[src/rtl/keccak_padder_multi.sv]
// keccak_padder_multi
// Packs a byte stream of IN_W-bit words into rate-sized Keccak blocks for
// SHA3-256, SHA3-512, SHAKE128 and SHAKE256. Applies the domain-separation
// suffix and pad10*1, then presents each block to the permutation under a
// ready/ack handshake. The hash mode is captured while reset is high.
module keccak_padder_multi #(
  parameter int IN_W = 32,
  parameter int BW   = (IN_W > 8) ? $clog2(IN_W / 8) : 1
) (
  input  logic            clk_i,
  input  logic            reset_i,
  input  logic [1:0]      mode_i,
  input  logic [IN_W-1:0] in_i,
  input  logic            in_ready_i,
  input  logic            is_last_i,
  input  logic [BW-1:0]   byte_num_i,
  input  logic            f_ack_i,
  output logic            buffer_full_o,
  output logic [1343:0]   out_o,
  output logic            out_ready_o,
  output logic            out_last_o
);

  localparam int OUT_W     = 1344;
  localparam int NB        = IN_W / 8;
  localparam int MAX_WORDS = OUT_W / IN_W;
  localparam int CW        = $clog2(MAX_WORDS);

  // Index of the last word slot inside the rate, per mode.
  localparam logic [CW-1:0] LAST_R1088 = CW'(1088 / IN_W - 1);
  localparam logic [CW-1:0] LAST_R576  = CW'(576 / IN_W - 1);
  localparam logic [CW-1:0] LAST_R1344 = CW'(1344 / IN_W - 1);

  typedef enum logic [1:0] {
    S_FILL = 2'd0,
    S_PAD  = 2'd1,
    S_FULL = 2'd2,
    S_DONE = 2'd3
  } state_e;

  state_e          state_q, state_d;
  logic [CW-1:0]   cnt_q, cnt_d;
  logic [1:0]      mode_q;
  logic            last_q, last_d;
  logic            out_ready_q;
  logic            buffer_full_q;
  logic [IN_W-1:0] buf_q [MAX_WORDS];
  logic [IN_W-1:0] buf_d [MAX_WORDS];

  logic [CW-1:0]   last_slot_s;
  logic [7:0]      suffix_s;
  logic            final_slot_s;

  // Builds the message word that carries the suffix: valid bytes kept,
  // suffix right after them, zeros beyond, and the pad10*1 closing bit
  // when the word lands in the last slot of the rate.
  function automatic logic [IN_W-1:0] pad_word(
    input logic [IN_W-1:0] data,
    input logic [BW-1:0]   nbytes,
    input logic [7:0]      sfx,
    input logic            final_slot
  );
    logic [IN_W-1:0] w;
    logic [7:0]      b_val;
    w = '0;
    for (int b = 0; b < NB; b++) begin
      if (b < int'(nbytes)) begin
        b_val = 8'(data >> (8 * (NB - 1 - b)));
      end else if (b == int'(nbytes)) begin
        b_val = sfx;
      end else begin
        b_val = 8'h00;
      end
      w = w | (IN_W'(b_val) << (8 * (NB - 1 - b)));
    end
    if (final_slot) begin
      w = w | IN_W'(8'h80);
    end else begin
      w = w;
    end
    return w;
  endfunction

  // Rate (as last slot index) and suffix byte for the captured mode.
  always_comb begin
    last_slot_s = LAST_R1088;
    suffix_s    = 8'h06;
    case (mode_q)
      2'd0: begin
        last_slot_s = LAST_R1088;
        suffix_s    = 8'h06;
      end
      2'd1: begin
        last_slot_s = LAST_R576;
        suffix_s    = 8'h06;
      end
      2'd2: begin
        last_slot_s = LAST_R1344;
        suffix_s    = 8'h1F;
      end
      2'd3: begin
        last_slot_s = LAST_R1088;
        suffix_s    = 8'h1F;
      end
      default: begin
        last_slot_s = LAST_R1088;
        suffix_s    = 8'h06;
      end
    endcase
  end

  assign final_slot_s = (cnt_q == last_slot_s);

  // Next-state, slot counter and buffer update for the fill/pad/handoff cycle.
  always_comb begin
    state_d = state_q;
    cnt_d   = cnt_q;
    last_d  = last_q;
    buf_d   = buf_q;
    case (state_q)
      S_FILL: begin
        if (in_ready_i) begin
          if (is_last_i) begin
            buf_d[cnt_q] = pad_word(in_i, byte_num_i, suffix_s, final_slot_s);
            last_d       = 1'b1;
          end else begin
            buf_d[cnt_q] = in_i;
          end
          cnt_d = cnt_q + CW'(1);
          if (final_slot_s) begin
            state_d = S_FULL;
          end else if (is_last_i) begin
            state_d = S_PAD;
          end else begin
            state_d = S_FILL;
          end
        end else begin
          state_d = S_FILL;
        end
      end
      S_PAD: begin
        // Zero fill; the closing 0x80 goes into the last byte of the rate.
        if (final_slot_s) begin
          buf_d[cnt_q] = IN_W'(8'h80);
          state_d      = S_FULL;
        end else begin
          buf_d[cnt_q] = '0;
          state_d      = S_PAD;
        end
        cnt_d = cnt_q + CW'(1);
      end
      S_FULL: begin
        if (f_ack_i) begin
          if (last_q) begin
            state_d = S_DONE;
          end else begin
            buf_d   = '{default: '0};
            cnt_d   = '0;
            state_d = S_FILL;
          end
        end else begin
          state_d = S_FULL;
        end
      end
      S_DONE: begin
        state_d = S_DONE;
      end
      default: begin
        state_d = S_FILL;
        cnt_d   = '0;
        last_d  = 1'b0;
        buf_d   = '{default: '0};
      end
    endcase
  end

  // Control registers; reset also captures the hash mode.
  always_ff @(posedge clk_i) begin
    if (reset_i) begin
      state_q       <= S_FILL;
      cnt_q         <= '0;
      mode_q        <= mode_i;
      last_q        <= 1'b0;
      out_ready_q   <= 1'b0;
      buffer_full_q <= 1'b0;
    end else begin
      state_q       <= state_d;
      cnt_q         <= cnt_d;
      mode_q        <= mode_q;
      last_q        <= last_d;
      out_ready_q   <= (state_d == S_FULL);
      buffer_full_q <= (state_d == S_PAD) || (state_d == S_FULL);
    end
  end

  // Block buffer storage, one IN_W-bit word per slot.
  always_ff @(posedge clk_i) begin
    if (reset_i) begin
      for (int i = 0; i < MAX_WORDS; i++) begin
        buf_q[i] <= '0;
      end
    end else begin
      for (int i = 0; i < MAX_WORDS; i++) begin
        buf_q[i] <= buf_d[i];
      end
    end
  end

  // Slot 0 sits at the top of the block; unused slots stay zero.
  for (genvar g = 0; g < MAX_WORDS; g++) begin : g_pack
    assign out_o[OUT_W-1-g*IN_W -: IN_W] = buf_q[g];
  end

  assign out_ready_o   = out_ready_q;
  assign buffer_full_o = buffer_full_q;
  assign out_last_o    = last_q;

endmodule

[config.mk]
export PLATFORM = sky130hd
export DESIGN_NAME = keccak_padder_multi
export DESIGN_NICKNAME = d
export VERILOG_FILES = /design/src/rtl/keccak_padder_multi.sv
export SDC_FILE = /design/constraint.sdc
export NUM_CORES = 2
export LEC_CHECK = 0
export BUFFER_PORTS_ARGS = -buffer_cell sky130_fd_sc_hd__buf_2
export CORE_AREA = 2 2 547 549
export DETAILED_ROUTE_END_ITERATION = 12
export DIE_AREA = 0 0 549 551
export GPL_TIMING_DRIVEN = 0
export HOLD_SLACK_MARGIN = 0.15
export PLACE_DENSITY = 0.44
export SKIP_CTS_REPAIR_TIMING = 1
export SLEW_MARGIN = 40
export SYNTH_ARGS = -nofsm -noshare
export SYNTH_HDL_FRONTEND = slang
export SYNTH_SLANG_ARGS = --single-unit
[constraint.sdc]
create_clock -name clk_i -period 2.6 [get_ports clk_i]
set_input_delay 0.52 -clock clk_i [delete_from_list [all_inputs] [get_ports clk_i]]
set_output_delay 0.52 -clock clk_i [all_outputs]
set_load 0.005 [all_outputs]
==> impl_metrics.yaml <==
status:
  outcome: "finished clean"
floorplan:
  num_rows: 200
  die_x_um: 549
  die_area_mm2: 0.302
  initial_core_util_pct: 16.2
  io_pins: 1388
  coreArea_mm2: 0.296
  die_y_um: 551
final_layout:
  finish.instance_area_mm2: 0.0699
  fin_nets: 6822
  final_common_cell: "buf_2"
  stdcell_count: 10900
  layout_common_cells: "1460 x buf_2, 1350 x dfxtp_1, 1279 x nor2_1"
  drive_above_1_share_pct: 36.6
  area_growth_pct: 46.0
sta:
  drv_slew: 0
  timing.slew.headroom_pct: 39.1
  rsz0062_at_grt: "true"
  finalCriticalPeriod_ns: 2.56
  hold_slack_ns: 0.251
  worst_slew_pin_slew_ns: 0.913
  hold_viol: 0
  finalCritPeriodShare_pct: 98.7
  timing.fmax_mhz: 390
  fin_skew_ns: 0.0363
  setup_viol: 0
synthesis:
  ys_seq_area_share_pct: 56.8
  ys_seq_elements: 1357
  synth_fp_nets: 5088
  syn_area_mm2: 0.0479
  yosys_warnings: 0
  syn_inst: 5038
  synth.top_cell.area_share_pct: 56.6
  synth_area_leaders: "dfxtp_1 57%, a22oi_1 19%, nor2_1 10%, clkbuf_1 3.1%, mux2_2 1.6%"
  synth_edf_count: 2
  yosysTopAreaCell: "dfxtp_1"
  synthFlopType: "dfxtp_1"
  ys_types: 57
  avgSynthCellArea_um2: 9.51
  async_reset_ff_share_pct: 0
power_and_ir_drop:
  ir_worst_vdd_v: 0.000475
  combPwrFrac_pct: 8.5
  seqPwrFrac_pct: 42.6
  p_leak_nw: 29.5
  p_int_w: 0.0357
  switching_share_pct: 27.3
  p_clk_share_pct: 48.8
  p_per_area_mw_per_mm2: 703
  switching_power_w: 0.0134
  p_total_w: 0.0492
critical_path:
  path_class: "register to register"
  critPathRequiredTime_ns: 3.27
  cp.arrival_ns: 3.24
  cp_max_fo: 10
  cp_slowest_cell: "dfxtp_4"
  setup.worst_path.start: "state_q[0]"
  rrSetupSlack_ns: 0.04
  cpMostUsedCell: "buf_6"
  reg2reg_from: "state_q[0]"
  end_kind: "register"
  crit_chain: "inv_4 > ha_4 > nor2b_4 > buf_6 > a211oi_4 > buf_4 > buf_6 > nand2_2 > clkbuf_2 > a22oi_1 > nor2_1"
  rr_worst_depth: 11
  path_buf_inv: 5
  cp.depth: 11
  critPathLaunchType: "register"
  cpPeakStageDelay_ns: 0.37
  cp_top_family: "buffers and inverters"
clock_network:
  cts_made_buffers: 166
  clkSinkCount: 1357
  cts_max_level: 4
  clk_path_buf_depth: 4
  cts_root_buffer: "clkbuf_16"
  worstSkewPairLatency_ns: 0.85
  clk_pin_slew_worst_paths_ns: 0.06
  cts_tree: "done"
global_route:
  antenna_found_initial: 56
  grt_pass1_vias: 46100
  grt_max_degree: 13
  grt_pass1_wl_um: 451000
  grt_overflow: 0
  track_usage_pct: 22.2
detailed_routing:
  wl_per_cell_um: 32.7
  num_vias: 48800
  ant_nets: 0
  drt_iter0_drc: 4402
  finalWirelength_um: 356000
  firstDrtPassIters: 7
  drc: 0
  viasPerCell: 4.49
job:
  maxCapViolCount: 0
placed_design:
  dpl_cell_area_mm2: 0.0617
  place.gp.congestion: 0.897
  dp_cells: 10500
  hpwl_um: 282000
  port_buffers: 1385
worst_hold_path:
  hp-class: "input pin to register"
stage by stage:
stage                     util (%)  setup TNS (ns)  setup WS [ns]
after global placement        20.2        -3142.99          -4.08
after detailed placement      20.8        -1086.57          -1.48
after floorplan                  -               0          0.168
final                         23.6               0         0.0350
after CTS                     22.7         -885.29          -1.25
after global routing          23.6          -0.298        -0.0342
cells by family after synthesis:
kind of cell	Yosys count	synth area share [%]
and+or+nand+nor	1692	15.1
buffers and inverters	550	5.12
DFF	1357	56.8
xor gates and xnor gates	4	0.0732
muxes	72	1.68
AOI/OAI and AO/OA	1354	21.0
adders and majority gates	9	0.235
tightest hold or removal path, stage by stage:
cell and delay [ns]:
buf_2 0.18, a21oi_1 0.12, o311ai_0 0.12, o41ai_1 0.07
cell type report:
type / instances / area (um2)
Fill cell: 32400 / 226000
Clock buffer: 247 / 4920
Timing Repair Buffer: 1581 / 9730
Tap cell: 3939 / 4930
Inverter: 9 / 38.8
Buffer: 526 / 3170
Sequential cell: 1357 / 27200
Clock inverter: 45 / 593
Multi-Input combinational cell: 3131 / 19300
Antenna cell: 39 / 97.6
power by group through the flow:
| stage | clock network, W | logic, W | registers (W) |
|---|---|---|---|
| finish | 0.0240 | 0.00420 | 0.0210 |
| floorplan | 0 | 0.00134 | 0.0214 |
| global route | 0.0253 | 0.00435 | 0.0210 |
| global placement | 0 | 0.00368 | 0.0214 |
| CTS | 0.0246 | 0.00400 | 0.0210 |
| detailed placement | 0 | 0.00399 | 0.0214 |
worst min path at each step:
stage,start,endpoint,slack (ns),cells past startpoint
global placement,register,register,0.45,2
finish,reset_i,register,0.25,4
floorplan,register,register,0.45,2
detailed placement,register,register,0.45,2
CTS,mode_i[1],mode_q[1],-0.21,1
global route,reset_i,register,0.21,4
cells in the mapped netlist (2+ instances only):
| cell | number |
|---|---|
| xnor2_1 | 2 |
| nor3_4 | 20 |
| buf_4 | 30 |
| dfxtp_1 | 1355 |
| mux2_2 | 68 |
| or3b_2 | 4 |
| nand3_1 | 69 |
| buf_2 | 94 |
| clkbuf_1 | 390 |
| buf_6 | 19 |
| nor2_1 | 1290 |
| or3b_1 | 3 |
| xor2_1 | 2 |
| a21oi_1 | 25 |
| nor4_4 | 11 |
| nand2_1 | 188 |
| a32oi_1 | 3 |
| nor2_2 | 20 |
| nor3_2 | 4 |
| edfxtp_1 | 2 |
| or3_1 | 7 |
| nor4_2 | 5 |
| ha_1 | 9 |
| a22oi_2 | 20 |
| nor3_1 | 16 |
| a32o_1 | 4 |
| a211oi_1 | 2 |
| a2111oi_4 | 3 |
| mux2i_1 | 4 |
| o21ai_0 | 88 |
| a31oi_1 | 3 |
| nand4_1 | 3 |
| and2_0 | 3 |
| and3_1 | 2 |
| and2_1 | 9 |
| nand3b_1 | 8 |
| buf_1 | 7 |
| nand2b_1 | 11 |
| a22o_1 | 3 |
| nor2b_1 | 15 |
| a22oi_1 | 1190 |
| o21ai_1 | 4 |
| inv_1 | 9 |
metal layers:
metal | part of all wire (%) | vias to the layer above | track usage (%)
met4 | 4.9 | 4 | 9.52
li1 | - | 21300 | -
met5 | 0.0076 | - | 0
met2 | 47 | 2515 | 37.7
met3 | 8.2 | 556 | 6.37
met1 | 40 | 24400 | 26.1
Power figures use the tool's default switching activity.
